**config.mk**
```make
export PLATFORM = sky130hd
export DESIGN_NAME = ad7606_emulator
export DESIGN_NICKNAME = d
export VERILOG_FILES = /design/src/rtl/ad7606_pkg.sv /design/src/rtl/ad7606_emu_sync.sv /design/src/rtl/ad7606_emulator.sv
export SDC_FILE = /design/constraint.sdc
export NUM_CORES = 1
export LEC_CHECK = 0
export ABC_AREA = 0
export CAP_MARGIN = 10
export CORE_UTILIZATION = 41
export CTS_CLUSTER_DIAMETER = 80
export DETAILED_ROUTE_END_ITERATION = 6
export PLACE_DENSITY = 0.65
export SETUP_SLACK_MARGIN = 0.02
export SLEW_MARGIN = 0
export SYNTH_ARGS = -nofsm -noshare
export SYNTH_HDL_FRONTEND = slang
export SYNTH_SLANG_ARGS = --single-unit
```
**constraint.sdc**
```tcl
create_clock -name clk -period 3.8 [get_ports clk]
set_clock_uncertainty 0.15 [all_clocks]
set_input_delay 0.38 -clock clk [delete_from_list [all_inputs] [get_ports clk]]
set_output_delay 0.38 -clock clk [all_outputs]
set_load 0.02 [all_outputs]
```
**src/rtl/ad7606_pkg.sv**
```systemverilog
// Shared constants, FSM encoding and conversion-length helper for the AD7606 responder model.
package ad7606_pkg;

  localparam int N_CH   = 8;
  localparam int WORD_W = 16;
  localparam int PTR_W  = 3;

  localparam logic [2:0] OS_INVALID = 3'd7;

  typedef enum logic [1:0] {
    ST_RESET,
    ST_IDLE,
    ST_DELAY,
    ST_CONV
  } state_t;

  typedef logic [WORD_W-1:0] word_t;

  // BUSY length grows with the oversampling ratio; the reserved code falls back to no oversampling.
  function automatic int conv_len(input int base, input logic [2:0] os);
    return (os == OS_INVALID) ? base : (base << os);
  endfunction

endpackage

```
**src/rtl/ad7606_emu_sync.sv**
```systemverilog
// Two-flop synchronizer for one asynchronous control pin, with rise/fall pulses on the synced copy.
module ad7606_emu_sync #(
  parameter logic RST_VAL = 1'b0
) (
  input  logic clk,
  input  logic rst,
  input  logic d,
  output logic q,
  output logic rise,
  output logic fall
);

  logic meta;
  logic q_d;

  // NOTE: every flop here uses <= so all three stages sample the old value on the same edge.
  always_ff @(posedge clk or negedge rst) begin
    if (!rst) begin
      meta <= RST_VAL;
      q    <= RST_VAL;
      q_d  <= RST_VAL;
    end else begin
      meta <= d;
      q    <= meta;
      q_d  <= q;
    end
  end

  assign rise = q & ~q_d;
  assign fall = ~q & q_d;

endmodule

```
**src/rtl/ad7606_emulator.sv**
```systemverilog
// AD7606 parallel-mode responder: BUSY timing, channel snapshot and RD#-strobed readback.
// Define AD7606_EMU_PATTERN_EN to replace ch_data with a {channel, conv_count} ramp.
module ad7606_emulator
  import ad7606_pkg::*;
#(
  parameter int CONV_CYCLES = 200,
  parameter int BUSY_DELAY  = 2,
  parameter int CNT_W       = 16
) (
  input  logic                     clk,
  input  logic                     rst,
  input  logic                     convst,
  input  logic                     cs_n,
  input  logic                     rd_n,
  input  logic                     adc_reset,
  input  logic                     stby_n,
  input  logic [2:0]               os,
  input  logic [N_CH*WORD_W-1:0]   ch_data,
  output logic                     busy,
  output logic                     first_data,
  output logic [WORD_W-1:0]        db,
  output logic                     db_oe,
  output logic                     overrun,
  output logic [15:0]              conv_count
);

  localparam logic [CNT_W-1:0] DELAY_LAST = CNT_W'(BUSY_DELAY - 1);

  logic convst_s, convst_rise, convst_fall;
  logic cs_n_s, cs_n_rise, cs_n_fall;
  logic rd_n_s, rd_n_rise, rd_fall;
  logic adc_reset_s, adc_reset_rise, adc_reset_fall;
  logic stby_n_s, stby_n_rise, stby_n_fall;

  ad7606_emu_sync #(.RST_VAL(1'b0)) u_sync_convst (
    .clk(clk), .rst(rst), .d(convst),
    .q(convst_s), .rise(convst_rise), .fall(convst_fall)
  );

  ad7606_emu_sync #(.RST_VAL(1'b1)) u_sync_cs_n (
    .clk(clk), .rst(rst), .d(cs_n),
    .q(cs_n_s), .rise(cs_n_rise), .fall(cs_n_fall)
  );

  ad7606_emu_sync #(.RST_VAL(1'b1)) u_sync_rd_n (
    .clk(clk), .rst(rst), .d(rd_n),
    .q(rd_n_s), .rise(rd_n_rise), .fall(rd_fall)
  );

  ad7606_emu_sync #(.RST_VAL(1'b0)) u_sync_adc_reset (
    .clk(clk), .rst(rst), .d(adc_reset),
    .q(adc_reset_s), .rise(adc_reset_rise), .fall(adc_reset_fall)
  );

  ad7606_emu_sync #(.RST_VAL(1'b1)) u_sync_stby_n (
    .clk(clk), .rst(rst), .d(stby_n),
    .q(stby_n_s), .rise(stby_n_rise), .fall(stby_n_fall)
  );

  state_t           state;
  logic [CNT_W-1:0] timer;
  logic [CNT_W-1:0] t_last;
  logic [CNT_W-1:0] conv_last;
  logic [PTR_W-1:0] rd_ptr;
  word_t            shadow [N_CH];
  word_t            result [N_CH];
  word_t            snap   [N_CH];
  logic             start_req;

  assign conv_last = CNT_W'(conv_len(CONV_CYCLES, os) - 1);
  assign start_req = convst_rise & stby_n_s;

  // NOTE: every element gets a value before any branch, so this block cannot infer a latch.
  always_comb begin
    for (int k = 0; k < N_CH; k++) begin
`ifdef AD7606_EMU_PATTERN_EN
      snap[k] = {3'(k), conv_count[12:0]};
`else
      snap[k] = ch_data[k*WORD_W +: WORD_W];
`endif
    end
  end

  always_ff @(posedge clk or negedge rst) begin
    if (!rst) begin
      state      <= ST_RESET;
      timer      <= '0;
      t_last     <= '0;
      busy       <= 1'b0;
      first_data <= 1'b0;
      db         <= '0;
      overrun    <= 1'b0;
      conv_count <= '0;
      rd_ptr     <= '0;
      // NOTE: both banks are cleared so a read before the first conversion returns zero.
      for (int k = 0; k < N_CH; k++) begin
        shadow[k] <= '0;
        result[k] <= '0;
      end
    end else begin
      // Read uses the bank and pointer as they stood before this edge; later writes to rd_ptr win.
      if (rd_fall && !cs_n_s) begin
        db         <= result[rd_ptr];
        first_data <= (rd_ptr == '0);
        rd_ptr     <= rd_ptr + 1'b1;
      end

      if (adc_reset_s) begin
        state   <= ST_RESET;
        timer   <= '0;
        busy    <= 1'b0;
        overrun <= 1'b0;
        rd_ptr  <= '0;
        for (int k = 0; k < N_CH; k++) begin
          result[k] <= '0;
        end
      end else begin
        case (state)
          ST_RESET: state <= ST_IDLE;

          ST_IDLE: begin
            if (start_req) begin
              state <= ST_DELAY;
              timer <= '0;
            end
          end

          ST_DELAY: begin
            if (start_req) begin
              overrun <= 1'b1;
            end
            if (timer == DELAY_LAST) begin
              state  <= ST_CONV;
              timer  <= '0;
              busy   <= 1'b1;
              t_last <= conv_last;
              for (int k = 0; k < N_CH; k++) begin
                shadow[k] <= snap[k];
              end
            end else begin
              timer <= timer + 1'b1;
            end
          end

          ST_CONV: begin
            if (start_req) begin
              overrun <= 1'b1;
            end
            if (timer == t_last) begin
              state      <= ST_IDLE;
              timer      <= '0;
              busy       <= 1'b0;
              rd_ptr     <= '0;
              conv_count <= conv_count + 1'b1;
              for (int k = 0; k < N_CH; k++) begin
                result[k] <= shadow[k];
              end
            end else begin
              timer <= timer + 1'b1;
            end
          end

          default: state <= ST_RESET;
        endcase
      end
    end
  end

  always_ff @(posedge clk or negedge rst) begin
    if (!rst) begin
      db_oe <= 1'b0;
    end else begin
      db_oe <= ~cs_n_s & ~rd_n_s;
    end
  end

  // Edge pulses and levels this block has no use for.
  logic unused_sync;
`ifdef AD7606_EMU_PATTERN_EN
  assign unused_sync = ^{convst_s, convst_fall, cs_n_rise, cs_n_fall, rd_n_rise,
                         adc_reset_rise, adc_reset_fall, stby_n_rise, stby_n_fall, ch_data};
`else
  assign unused_sync = ^{convst_s, convst_fall, cs_n_rise, cs_n_fall, rd_n_rise,
                         adc_reset_rise, adc_reset_fall, stby_n_rise, stby_n_fall};
`endif

endmodule

```
==> metrics.txt <==
fmax=roughly 350 MHz; total gr overflow=0; Worst path max stage delay=about 0.7 ns; CTS root buf=clkbuf_16; share of the synthesized area in the top cell type=around three fifths; arrival time of the worst setup path=3.12 ns; EDFF count, synth=0; PwrDens=556 mW/mm^2; cell mode on critical path=nand2_1; worst path cell trace=inv_1 -> ha_1 -> nor4b_1 -> nand4_1 -> nand2b_4 -> buf_12 -> nand2_1 -> nand2_1; worst vdd ir=between 0.0002 and 0.0003 V; I/O Buffers=~170; ratio of cells with drive above 1 in the final layout=about 8.7%; Rows=67; TritonRoute pass-1 iters=4; vias in the first global route=around 10000; total number of yosys warnings=0; Multi-input gate area=around 0.0052 sq mm; area leader, netlist=dfrtp_1; die height=roughly 190 um; Fin Hold WS=approximately 0.12 ns; Final Critical Period=2.87 ns; I/O pin total=between 150 and 200; hold path depth=1; Seq. cell area=0.00849 sq mm; post-CTS sizing=0; die width=between 150 and 200 um; Tcrit/Tclk final=roughly three quarters; drt wl/cell=around 18 um; die area=approximately 0.035 sq mm; fillers=3016; first-pass GRT wire length=about 56 mm; Req. time, crit path=a little over 4 ns; synth unique cells=46; clock sink total=339; core area=between 0.03 and 0.04 sq mm; Final Wtd Congestion=0.862; CTS tree=built; largest net degree at the start of global routing=around 130; maximum fanout along the worst path=92; Seq/Total Area, Yosys=about three fifths; Placement Setup Slack=0.818 ns; #FFs+latches synth=roughly 340; max-cap violation count=0; DRC=0; Num CTS Buffers=37; CP Class=register to register; Rel. slew slack=a little under a third; Total Nets Final=roughly 1600; via-per-instance ratio=between 5 and 6; PnR worst setup slack=between 0.9 and 1 ns; clk buf depth=3; max-slew violations=0; leading post-synthesis cells by cell area=dfrtp_1 59%, nand2_1 11%, a22o_1 8.0%; Clock transition at path regs=around 0.060 ns; cell area after synthesis=0.0141 sq mm; antenna viol nets, final=0; top_reg_cell synth=dfrtp_1; Crit-path slowest cell=nand2b_4; initial core utilization=approximately two fifths; DRT Wirelength=34.2 mm; Lkg Pwr=just under 0.008 uW; Finished Core Util=between 50% and 60%; overall global routing resource usage=20.0%; initial drt markers=860; Setup crit start kind=register; RSZ-0062 raised after global routing=false; Worst Hold Class=input pin to register; setup TNS=0 ns; Syn Area/Cell=~11 sq um; syn nets=~1400; FFs w/ async S/R, synth=100%; total number of vias=around 10000; DP HPWL=between 20 and 25 mm; Mapped Cells=1274; # setup viols final=0; cell count of the worst reg-to-reg path=8; crit end category=register; Slew @ Worst Pin=around 1.0 ns; status=finished, final reports clean; final hold violation count=0; clk_lat worst skew=just over 0.5 ns; H-tree levels=2; area grow syn2layout=24.0%; antenna violations before repair=1
==> layer usage <==
metal | global-route usage, % | vias to the layer above | part of all wire (%)
li1 | - | 4648 | -
met1 | 30.3 | 4999 | 48
met2 | 30.0 | 243 | 46
met3 | 2.68 | 47 | 4.1
met4 | 5.83 | 0 | 1.9
met5 | 0 | - | 0
==> power by group <==
part | leakage (uW) | total (uW) | switching (uW) | internal [uW]
Combinational | 0.00322 | 1370 | 750 | 617
Clock | 0.000579 | 3460 | 1410 | 2040
Sequential | 0.00406 | 4880 | 491 | 4390
Total | 0.00786 | 9710 | 2650 | 7050
==> worst max-delay path: cells and delay by family, from the launching register on <==
kind | cells | cell delay (ns)
adder cells (fa/ha/maj) | 1 | 0.13
buffers and inverters | 2 | 0.53
flip-flops | 1 | 0.44
AND/OR/NAND/NOR | 5 | 1.45
==> Yosys cell counts (all sizes together) (13+ instances only) <==
cell and number:
mux4 32, xor2 18, ha 15, mux2i 17
nand3 13, inv 16, xnor2 21, o21ai 18
dfrtp 332, a22o 128, a21oi 28, clkbuf 46
nor2 32, nand2 425, buf 36
==> cell type report <==
cell class,instances,share of cell area (%)
antenna,1,0.0143
clock inverter,15,0.673
multi-input combinational,837,29.8
tap,448,3.21
sequential,339,48.6
timing repair buffer,189,11.2
clock buffer,50,6.11
inverter,16,0.344
==> registers in the layout, summed over array words and instances, names as in the netlist, 2 cells and up <==
| name | count |
|---|---|
| conv_count | 16 |
| timer | 16 |
| state | 2 |
| shadow | 128 |
| t_last | 14 |
| rd_ptr | 3 |
| db | 16 |
| result | 128 |
==> what timing repair did <==
item,CTS,global route
hold buffers,1,0
buffers inserted,0,0
endpoints found under the hold margin,98,0
==> placed cells by master (no fill, tap or decap), drive strengths merged, types with 3 or more instances in the layout <==
cell type | Yosys | final
clkdlybuf4s50 | 0 | 172
nor2b | 5 | 5
dfstp | 7 | 7
and2 | 8 | 8
o21ai | 18 | 18
dfrtp | 332 | 332
nor4 | 5 | 5
clkinvlp | 0 | 4
mux2i | 17 | 17
xnor2 | 21 | 21
nand3 | 13 | 13
a21o | 4 | 4
buf | 36 | 16
mux4 | 32 | 32
nor2 | 32 | 32
inv | 16 | 18
nor3 | 10 | 10
or3 | 6 | 6
nand4 | 9 | 9
nand2b | 3 | 3
xor2 | 18 | 18
clkinv | 0 | 8
a21oi | 28 | 28
nand2 | 425 | 425
clkbuf | 46 | 50
and3 | 8 | 8
mux2 | 3 | 3
o211ai | 5 | 5
a22o | 128 | 128
ha | 15 | 15
and4 | 4 | 4
==> metrics by stage <==
step | instances | area, sq um | power (uW)
finish | 1895 | 17500 | 9710
global route | 1895 | 17500 | 10300
CTS | 1894 | 17500 | 9830
floorplan | 1274 | 14100 | 5660
global placement | 1828 | 16300 | 6250
detailed placement | 1828 | 16300 | 6310
==> cells by family (layout without fill, tap and decap cells) <==
logic type	after synthesis	in the layout	synth area share, %
flip-flops	339	339	60.3
AO/OA/AOI/OAI	195	195	10.8
adder cells (fa/ha/maj)	15	15	1.33
buffers and inverters	98	270	2.95
XOR/XNOR	39	39	2.42
other	0	1	0
AND/OR/NAND/NOR	536	536	15.7
multiplexers	52	52	6.56
==> final timing paths <==
path                                               from                      endpoint  slack [ns]
setup / recovery                   timer[1]$_DFFE_PN0P_        shadow[56]$_DFFE_PN0P_        0.93
hold reg to reg            u_sync_convst.meta$_DFF_PN0_     u_sync_convst.q$_DFF_PN0_        0.20
min in group asynchronous                           rst     conv_count[4]$_DFFE_PN0P_        0.35
setup reg to reg                   timer[1]$_DFFE_PN0P_        shadow[56]$_DFFE_PN0P_        0.93
hold / removal                                   stby_n  u_sync_stby_n.meta$_DFF_PN1_        0.12
max in group asynchronous                           rst       u_sync_rd_n.q$_DFF_PN1_        2.12
No activity file was read; power rests on OpenSTA's default activity.
